### src/rtl/uio_sum_if.sv
// Bundles the operand-byte input stream and the uio-pin transmit handshake of uio_sum_tx.
// The master side is the accumulator/transmitter; the slave side is its environment.
interface uio_sum_if;
    logic [7:0] in_data;
    logic       in_valid;
    logic       in_last;
    logic       in_ready;
    logic [7:0] tx_data;
    logic       tx_valid;
    logic       tx_ack;
    logic [7:0] tx_oe;
    logic       busy;

    modport master (
        input  in_data, in_valid, in_last, tx_ack,
        output in_ready, tx_data, tx_valid, tx_oe, busy
    );

    modport slave (
        output in_data, in_valid, in_last, tx_ack,
        input  in_ready, tx_data, tx_valid, tx_oe, busy
    );
endinterface

### src/rtl/uio_sum_tx.sv
// Counts and sums operand bytes per frame, then sends {count, sum_lo, sum_hi} over the
// uio pins using a four-phase req/ack handshake, releasing the bus when idle.
module uio_sum_tx #(
    parameter int ACK_SYNC = 2,
    parameter int SUM_W    = 16
) (
    input  logic       clk,
    input  logic       rst,
    uio_sum_if.master  bus
);

    typedef enum logic [1:0] {
        ACC      = 2'd0,
        REQ      = 2'd1,
        WAIT_LOW = 2'd2
    } state_t;

    state_t           state, state_nxt;
    logic [1:0]       idx, idx_nxt;
    logic [SUM_W-1:0] sum, sum_nxt;
    logic [7:0]       cnt, cnt_nxt;
    logic [SUM_W-1:0] frame_sum, frame_sum_nxt;
    logic [7:0]       frame_cnt, frame_cnt_nxt;
    logic [7:0]       tx_data_q, tx_data_nxt;
    logic             ack_s;

    // tx_ack comes from another clock domain; ACK_SYNC=0 trusts it to be synchronous already
    generate
        if (ACK_SYNC == 0) begin : g_no_sync
            assign ack_s = bus.tx_ack;
        end else begin : g_sync
            logic [ACK_SYNC-1:0] sync;
            always_ff @(posedge clk) begin
                if (rst) begin
                    sync <= '0;
                end else begin
                    sync <= (sync << 1) | ACK_SYNC'(bus.tx_ack);
                end
            end
            assign ack_s = sync[ACK_SYNC-1];
        end
    endgenerate

    always_ff @(posedge clk) begin
        if (rst) begin
            state     <= ACC;
            idx       <= '0;
            sum       <= '0;
            cnt       <= '0;
            frame_sum <= '0;
            frame_cnt <= '0;
            tx_data_q <= '0;
        end else begin
            state     <= state_nxt;
            idx       <= idx_nxt;
            sum       <= sum_nxt;
            cnt       <= cnt_nxt;
            frame_sum <= frame_sum_nxt;
            frame_cnt <= frame_cnt_nxt;
            tx_data_q <= tx_data_nxt;
        end
    end

    // tx_data is loaded only on entering REQ, so it cannot move while tx_valid is high
    always_comb begin
        state_nxt     = state;
        idx_nxt       = idx;
        sum_nxt       = sum;
        cnt_nxt       = cnt;
        frame_sum_nxt = frame_sum;
        frame_cnt_nxt = frame_cnt;
        tx_data_nxt   = tx_data_q;

        case (state)
            ACC: begin
                if (bus.in_valid) begin
                    if (bus.in_last) begin
                        frame_cnt_nxt = cnt + 8'd1;
                        frame_sum_nxt = sum + SUM_W'(bus.in_data);
                        sum_nxt       = '0;
                        cnt_nxt       = '0;
                        idx_nxt       = 2'd0;
                        tx_data_nxt   = cnt + 8'd1;
                        state_nxt     = REQ;
                    end else begin
                        sum_nxt = sum + SUM_W'(bus.in_data);
                        cnt_nxt = cnt + 8'd1;
                    end
                end
            end
            REQ: begin
                if (ack_s) begin
                    state_nxt = WAIT_LOW;
                end
            end
            WAIT_LOW: begin
                if (!ack_s) begin
                    if (idx == 2'd2) begin
                        idx_nxt     = 2'd0;
                        tx_data_nxt = 8'h00;
                        state_nxt   = ACC;
                    end else begin
                        idx_nxt     = idx + 2'd1;
                        tx_data_nxt = (idx == 2'd0) ? frame_sum[7:0] : frame_sum[15:8];
                        state_nxt   = REQ;
                    end
                end
            end
            default: begin
                state_nxt = ACC;
            end
        endcase
    end

    assign bus.in_ready = (state == ACC);
    assign bus.tx_valid = (state == REQ);
    assign bus.busy     = (state != ACC);
    assign bus.tx_oe    = (state != ACC) ? 8'hFF : 8'h00;
    assign bus.tx_data  = tx_data_q;

endmodule

### src/flat_wrapper.sv
// flat-port wrapper written by rule: the top's interface ports become plain ports
module uio_sum_tx_flat 
#(
    parameter int ACK_SYNC = 2,
    parameter int SUM_W    = 16
)
  (clk, rst, bus_in_data, bus_in_valid, bus_in_last, bus_tx_ack, bus_in_ready, bus_tx_data, bus_tx_valid, bus_tx_oe, bus_busy);
  uio_sum_if bus_i ();
  input  logic clk;
  input  logic rst;
  input wire logic [$bits(bus_i.in_data)-1:0] bus_in_data;
  input wire logic [$bits(bus_i.in_valid)-1:0] bus_in_valid;
  input wire logic [$bits(bus_i.in_last)-1:0] bus_in_last;
  input wire logic [$bits(bus_i.tx_ack)-1:0] bus_tx_ack;
  output wire logic [$bits(bus_i.in_ready)-1:0] bus_in_ready;
  output wire logic [$bits(bus_i.tx_data)-1:0] bus_tx_data;
  output wire logic [$bits(bus_i.tx_valid)-1:0] bus_tx_valid;
  output wire logic [$bits(bus_i.tx_oe)-1:0] bus_tx_oe;
  output wire logic [$bits(bus_i.busy)-1:0] bus_busy;
  assign bus_i.in_data = bus_in_data;
  assign bus_i.in_valid = bus_in_valid;
  assign bus_i.in_last = bus_in_last;
  assign bus_i.tx_ack = bus_tx_ack;
  assign bus_in_ready = bus_i.in_ready;
  assign bus_tx_data = bus_i.tx_data;
  assign bus_tx_valid = bus_i.tx_valid;
  assign bus_tx_oe = bus_i.tx_oe;
  assign bus_busy = bus_i.busy;
  uio_sum_tx #(.ACK_SYNC(ACK_SYNC), .SUM_W(SUM_W)) u_core (.clk(clk), .rst(rst), .bus(bus_i));
endmodule
### config.mk
export PLATFORM = sky130hd
export DESIGN_NAME = uio_sum_tx_flat
export DESIGN_NICKNAME = d
export VERILOG_FILES = /design/src/rtl/uio_sum_if.sv /design/src/rtl/uio_sum_tx.sv /design/src/flat_wrapper.sv
export SDC_FILE = /design/constraint.sdc
export NUM_CORES = 1
export LEC_CHECK = 0
export ABC_AREA = 1
export ABC_CLOCK_PERIOD_IN_PS = 2300
export CELL_PAD_IN_SITES_DETAIL_PLACEMENT = 1
export CELL_PAD_IN_SITES_GLOBAL_PLACEMENT = 1
export CORE_MARGIN = 2
export CORE_UTILIZATION = 40
export CTS_CLUSTER_DIAMETER = 30
export DETAILED_ROUTE_END_ITERATION = 12
export HOLD_SLACK_MARGIN = 0.12
export PLACE_DENSITY_LB_ADDON = 0.1
export SYNTH_ARGS = -nofsm -noshare
export SYNTH_HDL_FRONTEND = slang
export SYNTH_SLANG_ARGS = --single-unit
### constraint.sdc
create_clock -name clk -period 2.3 [get_ports clk]
set_clock_uncertainty 0.15 [all_clocks]
set_input_delay 0.46 -clock clk [delete_from_list [all_inputs] [get_ports clk]]
set_output_delay 0.46 -clock clk [all_outputs]
set_load 0.02 [all_outputs]
# [Yosys cells after proc, flatten, opt, wreduce, memory -nomap -nowiden]
# Index checks and enable logic that the tools add are counted.
[op_classes] n_addsub=3 muxes=20 reduce_logical=8 bitwise_logic=1 n_eq_ne=7
[op_table] op="8-bit 2-to-1 mux" n=7
[op_table] op="16-bit by 8-bit adder with 16-bit output" n=1
[op_table] op="16-bit 2-to-1 mux" n=1
[op_table] op="2-bit 2-to-1 mux" n=8
[op_table] op="8-bit case mux with 2 select lines" n=1
[op_table] op="8-bit by 1-bit adder with 8-bit output, second input constant" n=1
[op_table] op="4-bit AND reduction" n=2
[op_table] op="2-bit != test, second input constant" n=3
[op_table] op="2-bit case mux with 3 select lines" n=1
[op_table] op="2-bit == test, second input constant" n=2
[op_table] op="2-bit logical NOT" n=2
[op_table] op="2-bit case mux with 2 select lines" n=1
[op_table] op="2-bit nonzero test" n=2
[op_table] op="3-bit AND reduction" n=1
[op_table] op="2-bit by 1-bit adder with 2-bit output, second input constant" n=1
[op_table] op="2-bit by 1-bit == test with 1-bit output, second input constant" n=1
[op_table] op="2-bit by 1-bit != test with 1-bit output, second input constant" n=1
[op_table] op="2-bit by 1-bit OR with 2-bit output" n=1
[op_table] op="2-bit AND reduction" n=1
[op_table] op="1-bit 2-to-1 mux" n=1
[word_totals] elab_cells=46 register_bits=54 out_inout_bits=19

# [Depth between registers and ports, before layout]
[logic_depth] depth_word=5 depth_mapped=13 ltp_nobuf=13

# [Worst setup path after synthesis]
# OpenSTA, ideal clock, no wires.
[synth_path] path_type="input -> register" startpoint="input port bus_in_data[0]" endpoint="register u_core.sum[8]" t_required_ps=2018 cell_stages=9 arrival_ps=1773 setup_time_ps=132 n_path_buf=0 path_slack_ps=245 path_cell_list="ha_1 -> fa_1 -> nand2_1 -> a21oi_1 -> nand2_1 -> nand2_1 -> or2_2 -> nand3_1 -> a21oi_1"
[synth_between] elab_chain_cells=2
[synth_rtl] item="from (decl)" line="flat_wrapper.sv:11" source="input wire logic [$bits(bus_i.in_data)-1:0] bus_in_data;"
[synth_rtl] item="16-bit by 8-bit adder with 16-bit output" line="uio_sum_tx.sv:86" source="sum_nxt = sum + SUM_W'(bus.in_data);"
[synth_rtl] item="16-bit 2-to-1 mux" line="uio_sum_tx.sv:77" source="if (bus.in_last) begin"
[synth_rtl] item="to (signal assigned)" line="uio_sum_tx.sv:56" source="sum <= sum_nxt;"
[synth_rtl] item="to (decl)" line="uio_sum_tx.sv:20" source="logic [SUM_W-1:0] sum, sum_nxt;"
# No other way between the ends.
# A chain may end at the register's enable or synchronous reset.

# [Worst setup path in the final report]
# Same ends and word-level chain as after synthesis.

==> metrics.md <==
| Metric | Value |
|---|---|
| Leak pwr | `1.714 nW` |
| Post-synth EDFFs | `0` |
| Final min period | `between 2 and 2.5 ns` |
| Hold Path Class | `flop to flop` |
| Chip Width | `89.92 microns` |
| DR vias/cell | `5.053` |
| Max Buffers Root-to-Sink | `2` |
| Vias | `2,860` |
| Final Hold Viols | `0` |
| Status | `finished clean` |
| Measured slew at the worst slew-check pin | `0.4799 ns` |
| Drt drc | `0` |
| Area growth, synth to finish | `20.00%` |
| CTS Buf Count | `5` |
| Die area | `8086 sq um` |
| Syn Nets | `roughly 460` |
| GRT Total Usage | `0.2144` |
| Htree depth | `2` |
| Post-DRT Antenna Nets | `0` |
| GRT Residual Overflow | `0` |
| Max FO, Critical Path | `4` |
| Die height | `89.92 microns` |
| FP Rows | `31` |
| Post-DP HPWL | `6.130 mm` |
| First-pass GRT wire length | `14.15 mm` |
| Initial DRC Count | `66` |
| First drt pass iteration count | `4` |
| Asr flop ratio synth | `0` |
| CORE AREA | `between 7000 and 8000 sq um` |
| Slew Limit Fails | `0` |
| CTS Hold Buffers Added | `0` |
| Crit path DAT | `approximately 2.2 ns` |
| Syn Area/Cell | `6.788 sq um` |
| Largest net degree at the start of global routing | `29` |
| Sequential element share of the synthesized area | `0.3661` |
| CTS sink cnt | `54` |
| Max_cap viols | `0` |
| Pwr/cell area | `577.3 nW/um^2` |
| Vias in the first global route | `2,999` |
| Hold Slack | `0.2904 ns` |
| CP Launch Type | `primary input` |
| Crit path required time | `2.35 ns` |
| CTS root buf | `clkbuf_8` |
| Antenna diode count | `0` |
| Slew HR | `0.6796` |
| CP Class | `primary input to flop` |
| Worst VDD drop | `0.2489 mV` |
| Initial antenna violation count | `0` |
| Synthesized area | `2953 sq um` |
| Fin crit share | `0.9356` |
| Distinct cells, synth | `37` |
| FILL cells | `986` |
| Seq cells post-synth | `54` |
| Yosys top cell area share | `0.3661` |
| RSZ-0062 raised after global routing | `no` |
| CTS tree | `built` |
| Gpl congestion | `0.7799` |
| DR WL/cell | `approximately 14 microns` |
| IO Pins | `32` |
| Fmax | `464.7 MHz` |
| Worst-path clk slew | `0.10 ns` |
| Initial Utilization | `0.4093` |
| Yosys Warn Count | `0` |
| Top_reg_cell synth | `dfxtp_1` |
| Setup violations, final | `0` |
| Buffers added on ports | `31` |
| Synth Instances | `435` |
| Main area contributors after synthesis | `dfxtp_1 (37%), nand2_1 (15%), nor2_1 (6.5%), inv_1 (5.8%), a21oi_1 (5.4%)` |
| Final wirelength | `between 8 and 9 mm` |
| Setup TNS | `0 ns` |
| Fin nets | `between 400 and 500` |
| Synth area leader | `dfxtp_1` |
| Layout cells sized above 1 | `0.09422` |
| Crit end category | `flop` |
| Worst skew pair latency | `0.31 ns` |
## cell type report
class	instances	area, sq um	area share
Sequential cell	54	1081	0.3051
Multi-Input combinational cell	308	1562	0.4407
Clock inverter	3	40.04	0.01130
Timing Repair Buffer	47	480.5	0.1356
Inverter	50	187.7	0.05297
Clock buffer	5	68.82	0.01942
Tap cell	99	123.9	0.03496
## cells in the final DEF, fill, tap and decap left out, types with 3 or more instances in the layout
cell               n
nand2_1          118
dfxtp_1           54
nor2_1            51
inv_1             46
a21oi_1           31
nand3_1           26
clkdlybuf4s50_1   21
o21ai_0           19
buf_4             14
dlymetal6s2s_1    10
xor2_1             9
a31oi_1            9
ha_1               8
clkbuf_8           5
inv_2              4
nand2_2            3
nor3_1             3
xnor2_1            3
a22oi_1            3
## cells in the mapped netlist (2+ instances only)
library cell  instances
nand2_1             120
a211oi_1              2
buf_4                10
inv_1                46
dfxtp_1              54
a21oi_1              32
a22oi_1               3
buf_2                 4
clkbuf_1              8
nor2_2                2
nor3_1                3
nand3b_1              2
or2_2                 2
o21ai_0              19
inv_2                 4
nand4_1               2
xor2_1                9
nand3_1              26
a31oi_1               9
xnor2_1               3
nor2_1               51
ha_1                  9
## worst max-delay path, cell delays in order
cell and delay [ns]:
clkdlybuf4s50_1 0.42, ha_2 0.21, fa_2 0.36, nand2_2 0.10, a21oi_2 0.07, nand2_1 0.06
nand2_1 0.10, or2_2 0.29, nand3_1 0.07, a21oi_1 0.06
## cells by family after synthesis
logic type / Yosys count / share of synthesized area
buffers and inverters: 73 / 0.1097
flip-flops: 54 / 0.3661
AND/OR/NAND/NOR: 214 / 0.3068
XOR/XNOR: 12 / 0.03560
adder cells (fa/ha/maj): 10 / 0.04492
AO/OA/AOI/OAI: 72 / 0.1369
## through the flow
stage          setup slack [ns]  cell area [sq um]  utilization  power [mW]  std cells
3_3_place_gp            -0.2361               3396       0.4707       1.411        558
2_1_floorplan            0.2447               2953            -       1.269        435
6_report                 0.1480               3543       0.4912       2.046        566
5_1_grt                0.008534               3543       0.4912       2.153        566
4_1_cts                 0.01715               3505       0.4858       2.073        566
3_5_place_dp            -0.3226               3396       0.4707       1.422        558
## registers in the layout, summed over array words and instances, names as in the netlist
signal	flops
u_core.bus.tx_data	8
u_core.cnt	8
u_core.frame_sum	16
u_core.g_sync.sync	2
u_core.idx	2
u_core.state	2
u_core.sum	16
## power breakdown
part	internal [mW]	total (mW)	switching, mW
clock	0.321	0.647	0.326
combinational	0.161	0.388	0.226
sequential	0.980	1.01	0.0307
total	1.46	2.05	0.583
## worst paths after layout
kind / start / end / slack (ns) / depth (start not counted)
max: bus_in_data[0] / u_core.sum[8] / 0.15 / 10
min: u_core.g_sync.sync[0] / u_core.g_sync.sync[1] / 0.29 / 2
max reg2reg: u_core.sum[0] / u_core.sum[8] / 0.40 / 9
min reg2reg: u_core.g_sync.sync[0] / u_core.g_sync.sync[1] / 0.29 / 2
## routing by layer
metal / part of all wire / GRT usage / vias to the layer above
met4: 0.013 / 0.06154 / 0
li1: - / - / 1442
met3: 0.031 / 0.03018 / 7
met2: 0.49 / 0.3857 / 47
met5: 0 / 0 / -
met1: 0.46 / 0.2676 / 1364
## what timing repair did
action	in CTS	in global routing
resized for setup	0	15
setup buffers	0	0
endpoints found under the setup margin	0	22
(Power assumes the default switching activity.)
